### src/rtl/wb_pkg.sv
// rtl/wb_pkg.sv - shared constants, state type and helpers for the wishbone interconnect
package wb_pkg;

   localparam int TIMEOUT_DEFAULT = 255;
   localparam int NUM_SLAVES      = 4;

   localparam logic [1:0] SLV_RAM  = 2'd0;
   localparam logic [1:0] SLV_GPIO = 2'd1;
   localparam logic [1:0] SLV_SPI  = 2'd2;
   localparam logic [1:0] SLV_UART = 2'd3;

   // RAM occupies the bottom 256 KiB; peripherals each own one 256-byte page
   localparam logic [31:0] RAM_MASK    = 32'hFFFC_0000;
   localparam logic [31:0] RAM_MATCH   = 32'h0000_0000;
   localparam logic [31:0] PERIPH_MASK = 32'hFFFF_FF00;
   localparam logic [31:0] GPIO_MATCH  = 32'h0007_0F00;
   localparam logic [31:0] SPI_MATCH   = 32'h0007_F100;
   localparam logic [31:0] UART_MATCH  = 32'h0007_F200;

   typedef enum logic [1:0] {
      ST_IDLE = 2'd0,
      ST_BUSY = 2'd1,
      ST_ERR  = 2'd2
   } state_t;

   // decoder selects are disjoint, so the highest set bit is the only set bit
   function automatic logic [1:0] onehot_to_idx(input logic [3:0] oh);
      logic [1:0] idx;
      idx = 2'd0;
      for (int i = 0; i < NUM_SLAVES; i++) begin
         if (oh[i]) idx = i[1:0];
      end
      return idx;
   endfunction

endpackage

### src/rtl/wb_addr_decode.sv
// rtl/wb_addr_decode.sv - address to one-hot slave select decoder
module wb_addr_decode
   import wb_pkg::*;
(
   input  logic [31:0] adr,
   output logic [3:0]  sel,
   output logic        unmapped
);

   // compare masked address against each region's base
   always_comb begin
      sel           = 4'b0000;
      sel[SLV_RAM]  = ((adr & RAM_MASK)    == RAM_MATCH);
      sel[SLV_GPIO] = ((adr & PERIPH_MASK) == GPIO_MATCH);
      sel[SLV_SPI]  = ((adr & PERIPH_MASK) == SPI_MATCH);
      sel[SLV_UART] = ((adr & PERIPH_MASK) == UART_MATCH);
      unmapped      = ~|sel;
   end

endmodule

### src/rtl/wb_intercon.sv
// rtl/wb_intercon.sv - two-master, four-slave wishbone interconnect with round-robin arbitration and bus timeout
module wb_intercon
   import wb_pkg::*;
#(
   parameter int TIMEOUT = TIMEOUT_DEFAULT
)(
   input  logic         clk,
   input  logic         rst_n,
   input  logic         m0_cyc_i,
   input  logic         m0_stb_i,
   input  logic         m0_we_i,
   input  logic [31:0]  m0_adr_i,
   input  logic [31:0]  m0_dat_i,
   output logic [31:0]  m0_dat_o,
   output logic         m0_ack_o,
   output logic         m0_err_o,
   input  logic         m1_cyc_i,
   input  logic         m1_stb_i,
   input  logic         m1_we_i,
   input  logic [31:0]  m1_adr_i,
   input  logic [31:0]  m1_dat_i,
   output logic [31:0]  m1_dat_o,
   output logic         m1_ack_o,
   output logic         m1_err_o,
   output logic [31:0]  s_adr_o,
   output logic [31:0]  s_dat_o,
   output logic         s_we_o,
   output logic [3:0]   s_cyc_o,
   output logic [3:0]   s_stb_o,
   input  logic [127:0] s_dat_i,
   input  logic [3:0]   s_ack_i
);

   localparam int CW = (TIMEOUT > 1) ? $clog2(TIMEOUT) : 1;

   state_t        state, state_nxt;
   logic          gnt, gnt_nxt;
   logic          last_gnt, last_gnt_nxt;
   logic [1:0]    slv, slv_nxt;
   logic [CW-1:0] cnt, cnt_nxt;

   logic          req0, req1, win;
   logic [31:0]   win_adr;
   logic [3:0]    dec_sel;
   logic          dec_unmapped;
   logic          g_cyc, g_req;
   logic          ack_int, err_int;
   logic [31:0]   dat_int;

   assign req0    = m0_cyc_i & m0_stb_i;
   assign req1    = m1_cyc_i & m1_stb_i;
   assign win     = (req0 & req1) ? ~last_gnt : req1;
   assign win_adr = win ? m1_adr_i : m0_adr_i;
   assign g_cyc   = gnt ? m1_cyc_i : m0_cyc_i;
   assign g_req   = gnt ? req1 : req0;

   wb_addr_decode u_dec (
      .adr      (win_adr),
      .sel      (dec_sel),
      .unmapped (dec_unmapped)
   );

   // state, grant and timeout registers
   always_ff @(posedge clk or negedge rst_n) begin
      if (!rst_n) begin
         state    <= ST_IDLE;
         gnt      <= 1'b0;
         last_gnt <= 1'b1;
         slv      <= 2'd0;
         cnt      <= '0;
      end else begin
         state    <= state_nxt;
         gnt      <= gnt_nxt;
         last_gnt <= last_gnt_nxt;
         slv      <= slv_nxt;
         cnt      <= cnt_nxt;
      end
   end

   // arbitration, slave routing and transaction termination
   always_comb begin
      state_nxt    = state;
      gnt_nxt      = gnt;
      last_gnt_nxt = last_gnt;
      slv_nxt      = slv;
      cnt_nxt      = cnt;
      s_cyc_o      = 4'b0000;
      s_stb_o      = 4'b0000;
      s_adr_o      = gnt ? m1_adr_i : m0_adr_i;
      s_dat_o      = gnt ? m1_dat_i : m0_dat_i;
      s_we_o       = gnt ? m1_we_i  : m0_we_i;
      ack_int      = 1'b0;
      err_int      = 1'b0;
      dat_int      = 32'h0;
      case (state)
         ST_IDLE: begin
            if (req0 | req1) begin
               gnt_nxt   = win;
               slv_nxt   = onehot_to_idx(dec_sel);
               cnt_nxt   = '0;
               state_nxt = dec_unmapped ? ST_ERR : ST_BUSY;
            end
         end
         ST_BUSY: begin
            if (!g_cyc) begin
               state_nxt = ST_IDLE;
            end else if (cnt == CW'(TIMEOUT - 1)) begin
               err_int   = 1'b1;
               state_nxt = ST_IDLE;
            end else begin
               s_cyc_o[slv] = g_req;
               s_stb_o[slv] = g_req;
               dat_int      = s_dat_i[{slv, 5'd0} +: 32];
               if (s_ack_i[slv]) begin
                  ack_int      = 1'b1;
                  last_gnt_nxt = gnt;
                  state_nxt    = ST_IDLE;
               end else begin
                  cnt_nxt = cnt + CW'(1);
               end
            end
         end
         ST_ERR: begin
            err_int   = 1'b1;
            state_nxt = ST_IDLE;
         end
         default: state_nxt = ST_IDLE;
      endcase
   end

   assign m0_ack_o = ack_int & ~gnt;
   assign m0_err_o = err_int & ~gnt;
   assign m0_dat_o = gnt ? 32'h0 : dat_int;
   assign m1_ack_o = ack_int & gnt;
   assign m1_err_o = err_int & gnt;
   assign m1_dat_o = gnt ? dat_int : 32'h0;

endmodule
### config.mk
export PLATFORM = sky130hd
export DESIGN_NAME = wb_intercon
export DESIGN_NICKNAME = d
export VERILOG_FILES = /design/src/rtl/wb_pkg.sv /design/src/rtl/wb_addr_decode.sv /design/src/rtl/wb_intercon.sv
export SDC_FILE = /design/constraint.sdc
export NUM_CORES = 1
export LEC_CHECK = 0
export CORE_AREA = 5 5 157 159
export CTS_CLUSTER_SIZE = 30
export DETAILED_ROUTE_END_ITERATION = 7
export DIE_AREA = 0 0 162 164
export SYNTH_ARGS = -nofsm -noshare
export SYNTH_HDL_FRONTEND = slang
export SYNTH_HIERARCHICAL = 1
export SYNTH_SLANG_ARGS = --single-unit
### constraint.sdc
create_clock -name clk -period 3 [get_ports clk]
set_input_delay 0.45 -clock clk [delete_from_list [all_inputs] [get_ports clk]]
set_output_delay 0.45 -clock clk [all_outputs]
set_load 0.05 [all_outputs]
==> summary.md <==
| Metric | Value |
|---|---|
| Status | `complete, no violations` |
| Post-CTS Hold Buffers | `0` |
| DPL Wire Length | `between 15000 and 20000 um` |
| Pin count of the biggest net entering global routing | `41` |
| RSZ-0062 raised after global routing | `true` |
| Syn_area_per_cell | `9.70 um^2` |
| Area of the multi-input gates | `between 2000 and 3000 um^2` |
| Avg WL per Cell | `between 20 and 25 um` |
| Clk pin slew, worst setup/hold paths | `roughly 0.05 ns` |
| Postcts setup bufs | `0` |
| Rel. slew slack | `0.569` |
| Clock latency on the worst-skew pair | `between 0.2 and 0.3 ns` |
| Placer congestion estimate | `approximately 0.9` |
| PD cells | `just under 300 nW/um^2` |
| Crit path max fanout | `9` |
| Final Power | `approximately 2.6 mW` |
| Layout cells sized above 1 | `0.312` |
| Setup crit end kind | `output port` |
| CTS root buffer | `clkbuf_16` |
| GRT Resource Usage Total | `0.150` |
| Final hold violation count | `0` |
| Period utilization | `0.937` |
| Vias | `~4600` |
| Ports | `~410` |
| Final setup viols | `0` |
| Worst Path Buf+Inv | `3` |
| Total clock sinks | `14` |
| Final net count | `1017` |
| Crit start category | `register` |
| Worst min path class | `register to register` |
| Achievable Freq | `approximately 0.36 GHz` |
| Synth warnings | `6` |
| Slew @ Worst Pin | `between 0.6 and 0.7 ns` |
| Layout Utilization | `0.379` |
| Die X | `162 um` |
| Area Overhead vs Synth | `156%` |
| Fillers | `approximately 2300` |
| R2r worst-path depth | `8` |
| Clk buf depth | `2` |
| Die Y | `approximately 160 um` |
| CP peak stage delay | `roughly 0.38 ns` |
| Port bufs | `~410` |
| Post-route ant nets | `0` |
| Num CTS Buffers | `3` |
| Drt via density | `about 4.5` |
| Core area | `approximately 23000 um^2` |
| Post-route clock skew | `0.00251 ns` |
| 1st-pass router iterations | `4` |
| Final TNS setup | `0 ns` |
| Total of max-cap violations | `0` |
| Critical path class | `register to output port` |
| Placed Cells | `just over 1000` |
| Crit path max-delay family | `simple AND/OR/NAND/NOR gates` |
| First-pass GRT wire length | `about 31000 um` |
| Post-CTS sizing | `0` |
| FP Rows | `56` |
| Global route overflow | `0` |
| CTS tree | `yes` |
| Layout Cells excl Fill | `a little over 1000` |
| Critical Path AT | `2.36 ns` |
| Syn nets | `around 630` |
| Reg area | `roughly 360 um^2` |
| Max VDD drop | `between 200 and 300 uV` |
| # DRC | `0` |
| CP required | `2.55 ns` |
| Max-slew violation count | `0` |
| Placed cell areas | `8650 um^2` |
| Cells along the critical path | `inv_1 > ha_1 > inv_2 > a211oi_4 > nand2_1 > nor3_2 > buf_12` |
| CP Depth | `7` |
| Design area | `8760 um^2` |
| Worst hold stages | `1` |
| Post-synthesis cell area | `about 3400 um^2` |
| Syn Inst Count | `353` |
| Vias in the first global route | `between 4000 and 5000` |
| P_leak | `3.39 nW` |
| CP max stage cell | `a211oi_4` |
| Initial drt markers | `about 180` |
| Die area | `between 20000 and 30000 um^2` |
| Crit path time final | `about 2.8 ns` |
| Initial Util | `0.148` |
| Initial antenna violation count | `6` |
| Detailed Route WL | `between 20000 and 25000 um` |
| CTS HTree Levels | `1` |
[where the power goes]
group          switching [mW]  internal (mW)
Clock                  0.0828          0.202
Combinational            1.13          0.927
Sequential             0.0291          0.200
[placed cells by master (no fill, tap or decap), drive strengths merged, types with 3 or more instances in the layout]
cell type,count
clkdlybuf4s50,332
buf,93
mux2,89
and3,64
mux4,32
nand2,13
dfrtp,13
nor2,12
inv,9
nor3,8
o21ai,7
a21oi,6
ha,5
mux2i,4
and4,4
a211o,4
nand3,4
clkbuf,4
diode,3
a221o,3
o2bb2ai,3
nand4,3
a2111oi,3
nor3b,3
[per-layer routing]
layer,share of wire,global-route usage,vias to the layer above
li1,-,-,2189
met1,0.39,0.175,2151
met2,0.49,0.268,274
met3,0.098,0.0464,23
met4,0.019,0.0396,6
met5,0.0016,0,-
[state kept, by name, summed over array words and instances (netlist names)]
name      cells
cnt           8
slv           2
state         2
gnt           1
last_gnt      1
[cell type report]
cell class              instances  area share
diodes                          3    0.000857
flip-flops and latches         14      0.0409
clock buffers                   4      0.0101
multi-input cells             291       0.332
inverters                       9     0.00386
well taps                     290      0.0414
repair buffers                425       0.571
[worst register-to-register path, delay by kind of cell, from the launching register on]
family	cells	cell delay [ns]
flip-flops	1	0.57
AND/OR/NAND/NOR	3	0.77
multiplexers	1	0.38
AO/OA/AOI/OAI	3	0.54
buffers and inverters	1	0.19
[through the flow]
step | hold slack (ns) | worst slack (ns)
floorplan | 0.154 | -0.459
global placement | 0.542 | 0.113
detailed placement | 0.553 | 0.0278
CTS | 0.567 | 0.101
global route | 0.607 | -0.00252
finish | 0.560 | 0.189
[path summary, 6_finish.rpt]
kind	startpoint	end	slack, ns
worst max-delay path	state[1]	s_cyc_o[0]	0.19
worst min-delay path	cnt[7]	cnt[7]	0.56
worst max register to register	last_gnt	state[0]	0.46
worst min register to register	cnt[7]	cnt[7]	0.56
max in group asynchronous	rst_n	gnt	1.92
min in group asynchronous	rst_n	cnt[6]	0.60
Note: power is estimated with default switching activity, not from simulation.
